File: config.mk
export PLATFORM = sky130hd
export DESIGN_NAME = instr_decode
export DESIGN_NICKNAME = d
export VERILOG_FILES = /design/src/rtl/rv_pkg.sv /design/src/rtl/imm_gen.sv /design/src/rtl/instr_decode.sv
export SDC_FILE = /design/constraint.sdc
export NUM_CORES = 1
export LEC_CHECK = 0
export CAP_MARGIN = 40
export CELL_PAD_IN_SITES_DETAIL_PLACEMENT = 1
export CELL_PAD_IN_SITES_GLOBAL_PLACEMENT = 1
export CORE_UTILIZATION = 30
export DETAILED_ROUTE_END_ITERATION = 8
export GPL_TIMING_DRIVEN = 0
export PLACE_DENSITY_LB_ADDON = 0.25
export SETUP_SLACK_MARGIN = 0.4
export SYNTH_ARGS = -nofsm -noshare
export SYNTH_HDL_FRONTEND = slang
export SYNTH_SLANG_ARGS = --single-unit
export TNS_END_PERCENT = 30
File: constraint.sdc
create_clock -name clk -period 4.6 [get_ports clk]
set_input_delay 0.69 -clock clk [delete_from_list [all_inputs] [get_ports clk]]
set_output_delay 0.69 -clock clk [all_outputs]
set_load 0.01 [all_outputs]
File: src/rtl/rv_pkg.sv
// ---------------------------------------------------------------------------
// rv_pkg -- shared RV32IM decode types
//
// Purpose : opcode constants, ALU / memory / branch encodings and the control
//           bundle handed from decode to execute, plus small decode helpers.
// Ports   : none (package).
// ---------------------------------------------------------------------------
package rv_pkg;

   // Major opcodes (instr[6:0]); the low two bits are always 2'b11 for RV32.
   localparam logic [6:0] OPC_OP     = 7'b0110011;
   localparam logic [6:0] OPC_OP_IMM = 7'b0010011;
   localparam logic [6:0] OPC_LOAD   = 7'b0000011;
   localparam logic [6:0] OPC_STORE  = 7'b0100011;
   localparam logic [6:0] OPC_BRANCH = 7'b1100011;
   localparam logic [6:0] OPC_JAL    = 7'b1101111;
   localparam logic [6:0] OPC_JALR   = 7'b1100111;
   localparam logic [6:0] OPC_LUI    = 7'b0110111;
   localparam logic [6:0] OPC_AUIPC  = 7'b0010111;

   localparam logic [6:0] F7_BASE = 7'b0000000;
   localparam logic [6:0] F7_ALT  = 7'b0100000;
   localparam logic [6:0] F7_MULDIV = 7'b0000001;

   typedef enum logic [4:0] {
      ALU_ADD, ALU_SUB, ALU_SLL, ALU_SLT, ALU_SLTU, ALU_XOR, ALU_SRL, ALU_SRA,
      ALU_OR, ALU_AND,
      ALU_MUL, ALU_MULH, ALU_MULHSU, ALU_MULHU,
      ALU_DIV, ALU_DIVU, ALU_REM, ALU_REMU
   } alu_op_e;

   typedef enum logic [1:0] {MEM_NONE, MEM_LOAD, MEM_STORE} mem_op_e;
   typedef enum logic [1:0] {SIZE_B, SIZE_H, SIZE_W} mem_size_e;
   typedef enum logic [2:0] {BR_NONE, BR_EQ, BR_NE, BR_LT, BR_GE, BR_LTU, BR_GEU} branch_e;
   typedef enum logic [1:0] {SRC_A_RS1, SRC_A_PC, SRC_A_ZERO} src_a_e;
   typedef enum logic      {SRC_B_RS2, SRC_B_IMM} src_b_e;

   typedef struct packed {
      alu_op_e   alu_op;
      src_a_e    src_a;
      src_b_e    src_b;
      mem_op_e   mem_op;
      mem_size_e mem_size;
      logic      mem_unsigned;
      branch_e   branch;
      logic      jump;       // JAL/JALR: execute writes pc+4 to rd and redirects
      logic      wr_rd_en;
   } id_ctrl_t;

   localparam id_ctrl_t ID_CTRL_NOP = '{
      alu_op:       ALU_ADD,
      src_a:        SRC_A_RS1,
      src_b:        SRC_B_RS2,
      mem_op:       MEM_NONE,
      mem_size:     SIZE_W,
      mem_unsigned: 1'b0,
      branch:       BR_NONE,
      jump:         1'b0,
      wr_rd_en:     1'b0
   };

   // Base integer ALU op from funct3; alt selects SUB/SRA (instr[30]).
   function automatic alu_op_e alu_from_f3(input logic [2:0] f3, input logic alt);
      alu_op_e op;
      case (f3)
         3'b000:  op = alt ? ALU_SUB : ALU_ADD;
         3'b001:  op = ALU_SLL;
         3'b010:  op = ALU_SLT;
         3'b011:  op = ALU_SLTU;
         3'b100:  op = ALU_XOR;
         3'b101:  op = alt ? ALU_SRA : ALU_SRL;
         3'b110:  op = ALU_OR;
         default: op = ALU_AND;
      endcase
      return op;
   endfunction

   function automatic alu_op_e alu_muldiv(input logic [2:0] f3);
      alu_op_e op;
      case (f3)
         3'b000:  op = ALU_MUL;
         3'b001:  op = ALU_MULH;
         3'b010:  op = ALU_MULHSU;
         3'b011:  op = ALU_MULHU;
         3'b100:  op = ALU_DIV;
         3'b101:  op = ALU_DIVU;
         3'b110:  op = ALU_REM;
         default: op = ALU_REMU;
      endcase
      return op;
   endfunction

   function automatic mem_size_e mem_size_from_f3(input logic [1:0] f3_lo);
      mem_size_e sz;
      case (f3_lo)
         2'b00:   sz = SIZE_B;
         2'b01:   sz = SIZE_H;
         default: sz = SIZE_W;
      endcase
      return sz;
   endfunction

   function automatic branch_e branch_from_f3(input logic [2:0] f3);
      branch_e br;
      case (f3)
         3'b000:  br = BR_EQ;
         3'b001:  br = BR_NE;
         3'b100:  br = BR_LT;
         3'b101:  br = BR_GE;
         3'b110:  br = BR_LTU;
         3'b111:  br = BR_GEU;
         default: br = BR_NONE;
      endcase
      return br;
   endfunction

endpackage

File: src/rtl/imm_gen.sv
// ---------------------------------------------------------------------------
// imm_gen -- RV32 immediate extraction (combinational)
//
// Purpose : picks the I/S/B/U/J immediate format from the opcode and returns
//           it sign-extended from instr[31]. Non-immediate opcodes give 0.
// Ports   : instr  in  32  instruction word
//           imm    out 32  sign-extended immediate
// Note    : shift-immediates keep funct7 in imm[11:5]; execute uses imm[4:0].
// ---------------------------------------------------------------------------
module imm_gen
   import rv_pkg::*;
(
   input  logic [31:0] instr,
   output logic [31:0] imm
);

   always_comb begin
      imm = '0;
      case (instr[6:0])
         OPC_OP_IMM, OPC_LOAD, OPC_JALR:
            imm = {{20{instr[31]}}, instr[31:20]};
         OPC_STORE:
            imm = {{20{instr[31]}}, instr[31:25], instr[11:7]};
         OPC_BRANCH:
            imm = {{19{instr[31]}}, instr[31], instr[7], instr[30:25], instr[11:8], 1'b0};
         OPC_LUI, OPC_AUIPC:
            imm = {instr[31:12], 12'b0};
         OPC_JAL:
            imm = {{11{instr[31]}}, instr[31], instr[19:12], instr[20], instr[30:21], 1'b0};
         default:
            imm = '0;
      endcase
   end

endmodule

File: src/rtl/instr_decode.sv
// ---------------------------------------------------------------------------
// instr_decode -- RV32IM decode stage
//
// Purpose : accepts fetched instructions on a valid/ready handshake, drives the
//           register file read ports in the accept cycle, and registers the
//           decoded control bundle so it meets the regfile's registered read
//           data in execute. Handles load-use bubbles, flush and illegal ops.
// Ports   : clk, reset (sync, active-low)
//           if_valid/if_ready/if_instr/if_pc    fetch handshake
//           flush                               branch redirect
//           ex_ready, ex_load_pending, ex_rd_address   execute status
//           rd_rs1_en/rs1_address/rd_rs2_en/rs2_address/stall_reg_rd  regfile
//           id_valid/id_pc/id_ctrl/id_imm/id_rd_address/id_illegal    to execute
// ---------------------------------------------------------------------------
module instr_decode
   import rv_pkg::*;
#(
   parameter int unsigned XLEN      = 32,
   parameter int unsigned SUPPORT_M = 1
) (
   input  logic            clk,
   input  logic            reset,
   input  logic            if_valid,
   output logic            if_ready,
   input  logic [31:0]     if_instr,
   input  logic [XLEN-1:0] if_pc,
   input  logic            flush,
   input  logic            ex_ready,
   input  logic            ex_load_pending,
   input  logic [4:0]      ex_rd_address,
   output logic            rd_rs1_en,
   output logic [4:0]      rs1_address,
   output logic            rd_rs2_en,
   output logic [4:0]      rs2_address,
   output logic            stall_reg_rd,
   output logic            id_valid,
   output logic [XLEN-1:0] id_pc,
   output id_ctrl_t        id_ctrl,
   output logic [31:0]     id_imm,
   output logic [4:0]      id_rd_address,
   output logic            id_illegal
);

   logic [6:0]  opcode;
   logic [2:0]  funct3;
   logic [6:0]  funct7;
   logic [4:0]  rd;
   logic [31:0] dec_imm;
   id_ctrl_t    dec_ctrl;
   logic        dec_illegal;
   logic        uses_rs1;
   logic        uses_rs2;
   logic        hazard;
   logic        accept;

   logic            id_valid_reg;
   logic [XLEN-1:0] id_pc_reg;
   id_ctrl_t        id_ctrl_reg;
   logic [31:0]     id_imm_reg;
   logic [4:0]      id_rd_address_reg;
   logic            id_illegal_reg;

   assign opcode = if_instr[6:0];
   assign funct3 = if_instr[14:12];
   assign funct7 = if_instr[31:25];
   assign rd     = if_instr[11:7];

   imm_gen u_imm_gen (
      .instr (if_instr),
      .imm   (dec_imm)
   );

   // Main decode. Illegal encodings fall back to the NOP bundle so execute
   // sees no write-back and no memory access, only the illegal flag.
   always_comb begin
      dec_ctrl    = ID_CTRL_NOP;
      dec_illegal = 1'b0;
      uses_rs1    = 1'b1;
      uses_rs2    = 1'b0;
      case (opcode)
         OPC_OP: begin
            uses_rs2          = 1'b1;
            dec_ctrl.wr_rd_en = 1'b1;
            if (funct7 == F7_BASE)
               dec_ctrl.alu_op = alu_from_f3(funct3, 1'b0);
            else if (funct7 == F7_ALT && (funct3 == 3'b000 || funct3 == 3'b101))
               dec_ctrl.alu_op = alu_from_f3(funct3, 1'b1);
            else if (funct7 == F7_MULDIV && SUPPORT_M != 0)
               dec_ctrl.alu_op = alu_muldiv(funct3);
            else
               dec_illegal = 1'b1;
         end
         OPC_OP_IMM: begin
            dec_ctrl.src_b    = SRC_B_IMM;
            dec_ctrl.wr_rd_en = 1'b1;
            // instr[30] is an immediate bit for ADDI etc.; only SRAI uses it as alt
            dec_ctrl.alu_op   = alu_from_f3(funct3, funct3 == 3'b101 && if_instr[30]);
            if (funct3 == 3'b001 && funct7 != F7_BASE)
               dec_illegal = 1'b1;
            if (funct3 == 3'b101 && funct7 != F7_BASE && funct7 != F7_ALT)
               dec_illegal = 1'b1;
         end
         OPC_LOAD: begin
            dec_ctrl.src_b        = SRC_B_IMM;
            dec_ctrl.mem_op       = MEM_LOAD;
            dec_ctrl.mem_size     = mem_size_from_f3(funct3[1:0]);
            dec_ctrl.mem_unsigned = funct3[2];
            dec_ctrl.wr_rd_en     = 1'b1;
            if (funct3[1:0] == 2'b11 || funct3 == 3'b110)
               dec_illegal = 1'b1;
         end
         OPC_STORE: begin
            uses_rs2          = 1'b1;
            dec_ctrl.src_b    = SRC_B_IMM;
            dec_ctrl.mem_op   = MEM_STORE;
            dec_ctrl.mem_size = mem_size_from_f3(funct3[1:0]);
            if (funct3[2] || funct3[1:0] == 2'b11)
               dec_illegal = 1'b1;
         end
         OPC_BRANCH: begin
            uses_rs2        = 1'b1;
            dec_ctrl.alu_op = ALU_SUB;
            dec_ctrl.branch = branch_from_f3(funct3);
            if (funct3 == 3'b010 || funct3 == 3'b011)
               dec_illegal = 1'b1;
         end
         OPC_JAL: begin
            uses_rs1          = 1'b0;
            dec_ctrl.src_a    = SRC_A_PC;
            dec_ctrl.src_b    = SRC_B_IMM;
            dec_ctrl.jump     = 1'b1;
            dec_ctrl.wr_rd_en = 1'b1;
         end
         OPC_JALR: begin
            dec_ctrl.src_b    = SRC_B_IMM;
            dec_ctrl.jump     = 1'b1;
            dec_ctrl.wr_rd_en = 1'b1;
            if (funct3 != 3'b000)
               dec_illegal = 1'b1;
         end
         OPC_LUI: begin
            uses_rs1          = 1'b0;
            dec_ctrl.src_a    = SRC_A_ZERO;
            dec_ctrl.src_b    = SRC_B_IMM;
            dec_ctrl.wr_rd_en = 1'b1;
         end
         OPC_AUIPC: begin
            uses_rs1          = 1'b0;
            dec_ctrl.src_a    = SRC_A_PC;
            dec_ctrl.src_b    = SRC_B_IMM;
            dec_ctrl.wr_rd_en = 1'b1;
         end
         default: dec_illegal = 1'b1;
      endcase
      if (rd == 5'd0)
         dec_ctrl.wr_rd_en = 1'b0;
      if (dec_illegal)
         dec_ctrl = ID_CTRL_NOP;
   end

   // Regfile read ports are driven straight from fetch so read data lands
   // in the same cycle the registered bundle reaches execute.
   assign rs1_address  = if_instr[19:15];
   assign rs2_address  = if_instr[24:20];
   assign rd_rs1_en    = if_valid && uses_rs1;
   assign rd_rs2_en    = if_valid && uses_rs2;
   assign stall_reg_rd = id_valid_reg && !ex_ready;

   // x0 is never a real load destination, so it cannot create a hazard.
   assign hazard = ex_load_pending && (ex_rd_address != 5'd0) &&
                   ((uses_rs1 && rs1_address == ex_rd_address) ||
                    (uses_rs2 && rs2_address == ex_rd_address));

   assign if_ready = !stall_reg_rd && !hazard && !flush;
   assign accept   = if_valid && if_ready;

   always_ff @(posedge clk) begin
      if (!reset) begin
         id_valid_reg      <= 1'b0;
         id_pc_reg         <= '0;
         id_ctrl_reg       <= ID_CTRL_NOP;
         id_imm_reg        <= '0;
         id_rd_address_reg <= '0;
         id_illegal_reg    <= 1'b0;
      end else if (flush) begin
         id_valid_reg <= 1'b0;
      end else if (stall_reg_rd) begin
         id_valid_reg <= id_valid_reg;   // hold the whole bundle
      end else if (accept) begin
         id_valid_reg      <= 1'b1;
         id_pc_reg         <= if_pc;
         id_ctrl_reg       <= dec_ctrl;
         id_imm_reg        <= dec_imm;
         id_rd_address_reg <= rd;
         id_illegal_reg    <= dec_illegal;
      end else begin
         // execute consumed the bundle (or a hazard bubble): nothing new
         id_valid_reg <= 1'b0;
      end
   end

   assign id_valid      = id_valid_reg;
   assign id_pc         = id_pc_reg;
   assign id_ctrl       = id_ctrl_reg;
   assign id_imm        = id_imm_reg;
   assign id_rd_address = id_rd_address_reg;
   assign id_illegal    = id_illegal_reg;

endmodule
# Yosys cells after proc, flatten, opt, wreduce, memory -nomap -nowiden
# Index checks and enable logic that the tools add are counted.
# word_totals
register_bits,89
latchBits,0
ram_bits,0
rom_bits,0
inputBits,75
out_inout_bits,103
word_cells,116
memories,0
# classes
addsub,0
multipliers,0
div_mod_pow,0
order_cmp,0
n_eq_ne,23
n_shift,0
n_mux,35
bitwise,3
n_reduce_logical,41
# ops
operator,count
one-hot mux 32 bit (5 select lines),1
one-hot mux 4 bit (7 select lines),3
one-hot mux 5 bit (7 select lines),1
== test 7 x 6 -> 1 bit (second input constant),4
== test 7 bit (second input constant),3
two-way mux 1 bit,19
two-way mux 18 bit,1
one-hot mux 3 bit (6 select lines),1
logical AND 1 bit,15
two-way mux 5 bit,3
one-hot mux 5 bit (3 select lines),1
== test 7 x 5 -> 1 bit (second input constant),2
OR reduction 7 bit,2
== test 3 bit (second input constant),4
== test 5 bit,2
OR reduction 3 bit,3
one-hot mux 2 bit (2 select lines),2
one-hot mux 4 bit (2 select lines),1
OR reduction 2 bit,4
== test 7 x 1 -> 1 bit (second input constant),1
== test 7 x 2 -> 1 bit (second input constant),1
logical NOT 7 bit,1
!= test 7 x 6 -> 1 bit (second input constant),1
one-hot mux 1 bit (7 select lines),1
other kinds (15),25

# Longest topological paths before layout
# logic_depth
word_depth,11
depth_mapped,10
mapped_depth_nobuf,6

# By module
# A second synthesis with hierarchy kept.
# hier_totals
cells_unflattened,524
area_unflattened_um2,4858.4
# modules_own_cells
mod,n_inst,cells_per_inst,area_each_um2,seq_area_each_um2
instr_decode,1,445,4311.6,1781.7
imm_gen,1,79,546.8,0.0

# Worst setup path after synthesis
# OpenSTA, ideal clock, no wires.
# synth_timing
path_kind,input to register
start,input if_instr[3]
end,"register id_imm_reg[12], in the netlist id_imm[12]"
setup_ps,116
arrival_time_ps,2373
required_ps,4484
slack_ps,2111
path_stages,10
path_buffers,4
cell_sequence,buf_6 -> or3b_4 -> a21oi_4 -> nor4_2 -> nor3b_2 -> buf_6 -> buf_8 -> buf_4 -> nand2_1 -> o211a_1
# synth_between
elab_chain_len,11
elab_cells_between_ends,25
cone_classes,eq/ne (9); mux (3); reduce/logical (13)
# synth_rtl
element,line_no,source
start: declaration,instr_decode.sv:25,"input logic [31:0] if_instr,"
== test 7 x 6 -> 1 bit (tied with other cells),"imm_gen.sv:19, instr_decode.sv:80",
OR reduction 3 bit (no line),n/a,
two-way mux 1 bit,instr_decode.sv:80,case (opcode)
"logical AND 1 bit, on equally long branches","instr_decode.sv:171, instr_decode.sv:172",
logical OR 1 bit,instr_decode.sv:171,((uses_rs1 && rs1_address == ex_rd_address) ||
logical AND 1 bit,instr_decode.sv:170,assign hazard = ex_load_pending && (ex_rd_address != 5'd0) &&
logical NOT 1 bit,instr_decode.sv:174,assign if_ready = !stall_reg_rd && !hazard && !flush;
logical AND 1 bit (2 in series),instr_decode.sv:174,
logical AND 1 bit,instr_decode.sv:175,assign accept = if_valid && if_ready;
AND reduction 3 bit (no line),n/a,
end signal: assignment,instr_decode.sv:193,id_imm_reg <= dec_imm;
end: declaration,instr_decode.sv:59,logic [31:0] id_imm_reg;
# Several ways; a longest one is shown, not always the timed one.
# A chain may end at the register's enable or synchronous reset.

# Worst setup path in the final report
# layout_timing
start,input if_instr[3]
end,output if_ready
# layout_between
elab_chain_len,9
elab_cells_between_ends,17
cone_classes,eq/ne (6); mux (2); reduce/logical (9)
# layout_rtl
element,line_no,source
== test 7 x 6 -> 1 bit (tied with other cells),instr_decode.sv:80,
OR reduction 3 bit (no line),n/a,
two-way mux 1 bit,instr_decode.sv:80,
"logical AND 1 bit, on equally long branches","instr_decode.sv:171, instr_decode.sv:172",
logical OR 1 bit *,instr_decode.sv:171,
logical AND 1 bit *,instr_decode.sv:170,
logical NOT 1 bit *,instr_decode.sv:174,
logical AND 1 bit * (2 in series),instr_decode.sv:174,
end: declaration,instr_decode.sv:24,"output logic if_ready,"
# Mark *: on every way between the ends. The rest lies on a longest branch, timed or not.

==> flow_summary_export.csv <==
group,metric,value,unit
status,status,"finished with violations",
placement,place.gp.congestion,0.861,
synthesis,netlist.area_leader.share,0.389,
global_routing,antenna_found_initial,0,
route,wl_per_cell,18.2,um
placement,io_buffers,176,
power_and_ir_drop,powerDensity,279,mW/mm2
layout,seqCellArea,0.00178,mm2
synthesis,synth_edf_count,0,
synthesis,synthMuxAreaShare,0.0853,
synthesis,synth.most_common_cell,"dfxtp_1",
timing,relSlewSlack,0.505,
route,dr.pass1.iters,9,
clocking,root_buffer,"clkbuf_16",
power_and_ir_drop,peakVddDrop,0.000153,V
route,vias,4481,
layout,area_delta_synth_final,50.1,%
layout,fin_util,0.467,
clocking,clk_path_buf_depth,2,
synthesis,synth_warnings,0,
layout,nFillCells,1710,
clocking,htreeDepth,3,
global_routing,grt_max_degree,16,
route,wl_met1,6750,um
global_routing,grt_pass1_wl,26000,um
synthesis,async_flop_share,0,
job,maxCapViolations,0,
synthesis,synth-seq-cells,89,
synthesis,synthesis.area,0.00457,mm2
global_routing,overflow,0,
synthesis,avgSynthCellArea,8.99,um2
clocking,ctsHoldBuffers,0,
worst_setup_path,crit_fanout,10,
timing,rsz0062_at_grt,"false",
timing,timing.fmax,0.287,GHz
timing,clock_skew,5.00,ps
worst_setup_path,start_kind,"input port",
route,dr_wl_met2,7950,um
timing,period_share,0.757,
clocking,cts_sinks,89,
synthesis,synth_ff_type,"dfxtp_1",
route,routed_via_density,5.06,
synthesis,synth_top_family_by_area,"simple AND/OR/NAND/NOR gates",
timing,tns,0,ps
clocking,cts_resized,0,
worst_setup_path,cp.arrival,2790,ps
timing,setup_viol,0,
worst_setup_path,end_kind,"output port",
timing,worstMarginPinSlew,731,ps
global_routing,grt.total_usage,0.212,
clocking,clkLatencyLatePin,350,ps
route,wl,16100,um
floorplanning,dieArea,0.0157,mm2
layout,drive_gt1_frac,0.0741,
floorplanning,fp.dieW,125,um
synthesis,synth_common_cells,"dfxtp_1, nand2_1, nor2b_1, mux2i_1, a21oi_1",
synthesis,synthSimpleGateAreaFrac,0.236,
floorplanning,io_pins,178,
route,ant_nets,0,
clocking,cts_inserted_buffers,9,
clocking,cts_tree,"yes",
power_and_ir_drop,power,1.91,mW
clocking,post_cts_buffers,0,
layout,antenna-diode-count,0,
layout,stdcell_count,886,
power_and_ir_drop,leakagePower,2.69,nW
timing,period_needed,3480,ps
clocking,clk_pin_slew,60,ps
synthesis,yosys.area_share.xor_xnor,0.0211,
timing,slew_violations,0,
worst_setup_path,required,3910,ps
timing,whs,481,ps
route,routed-wl-met3,1080,um
synthesis,post_synth_num_cell_types,57,
route,dr.first_iter.drc_count,182,
layout,multi_input_area,0.00244,mm2
route,drc,9,
placement,dp.cells,870,
floorplanning,initial_core_util,0.311,
route,routed.top_layer,"met4",
synthesis,netlist_instances,509,
global_routing,grt_pass1_vias,4911,
floorplanning,core-area,0.0147,mm2
floorplanning,die_y,125,um
status,violations,"design-rule violations",
synthesis,synth_nets,584,
synthesis,yosysSeqAreaShare,0.389,
synthesis,synth_fa_ha_area_frac,0,
placement,dpl.hpwl,12600,um
layout,nets,772,
synthesis,synth_top_area_cell,"dfxtp_1",
hold_path,hold_class,"reg -> reg",
timing,finalHoldViolCount,0,
floorplanning,num_rows,44,
worst_setup_path,criticalPathCategory,"in -> out",
synthesis,synth.area.top_cells,"dfxtp_1, mux2i_1, nor2b_1, o211a_1, nand2_1",
synthesis,synth_compound_area_frac,0.192,
## per-stage QoR
stage	worst slack (ps)	area (um2)
5_1_grt	916	6870
4_1_cts	1100	6870
2_1_floorplan	2110	4570
3_5_place_dp	1100	6580
3_3_place_gp	1130	6570
6_report	1120	6870
## worst paths after layout
check                    from  slack, ps  cells after the start   endpoint
setup / recovery  if_instr[3]       1120                      7   if_ready
setup reg to reg     id_valid       2670                      8  id_imm[3]
hold reg to reg     id_imm[6]        480                      2  id_imm[6]
hold / removal      id_imm[6]        480                      2  id_imm[6]
## cells in the final DEF, fill, tap and decap left out, types with 5 or more instances in the layout
| cell | count |
|---|---|
| nand3_1 | 19 |
| clkbuf_1 | 25 |
| o211a_1 | 26 |
| nand2b_1 | 24 |
| clkbuf_16 | 9 |
| a22oi_1 | 5 |
| buf_6 | 6 |
| nor2b_1 | 43 |
| dfxtp_1 | 89 |
| a21oi_1 | 29 |
| clkdlybuf4s50_1 | 176 |
| nand2_1 | 46 |
| nor2_1 | 17 |
| a21boi_0 | 19 |
| nor3_1 | 6 |
| mux2i_1 | 39 |
| nand4_1 | 8 |
| o21ai_0 | 16 |
| inv_1 | 6 |
| buf_4 | 16 |
| xnor2_1 | 10 |
## power by group
part	total (mW)	switching (mW)	internal (mW)
clock network	0.720	0.322	0.398
logic	0.373	0.171	0.202
registers	0.820	0.0180	0.802
total	1.91	0.511	1.40
## worst max-delay path, cell delays in order
cell and delay (ps):
clkdlybuf4s50_1 440, buf_6 160, or3b_4 410, a21oi_4 320
nor4_2 110, nor2_1 120, clkdlybuf4s50_1 540
## final cells by class
cell class	instances	area share
plain buffers	52	0.0474
flip-flops and latches	89	0.260
clock inverters	5	0.00510
clock buffers	11	0.0368
well taps	184	0.0335
inverters	6	0.00328
repair buffers	177	0.258
multi-input cells	362	0.356
## per-layer routing
metal | GRT usage | vias up
li1 | - | 2160
met4 | 0.0811 | 0
met5 | 0 | -
met1 | 0.245 | 2163
met2 | 0.364 | 135
met3 | 0.0672 | 23
## logic make-up after synthesis
| family | after synthesis |
|---|---|
| AO/OA/AOI/OAI | 120 |
| XOR/XNOR | 11 |
| buffers and inverters | 58 |
| flip-flops | 89 |
| multiplexers | 39 |
| AND/OR/NAND/NOR | 192 |
Note: power is estimated with default switching activity, not from simulation.
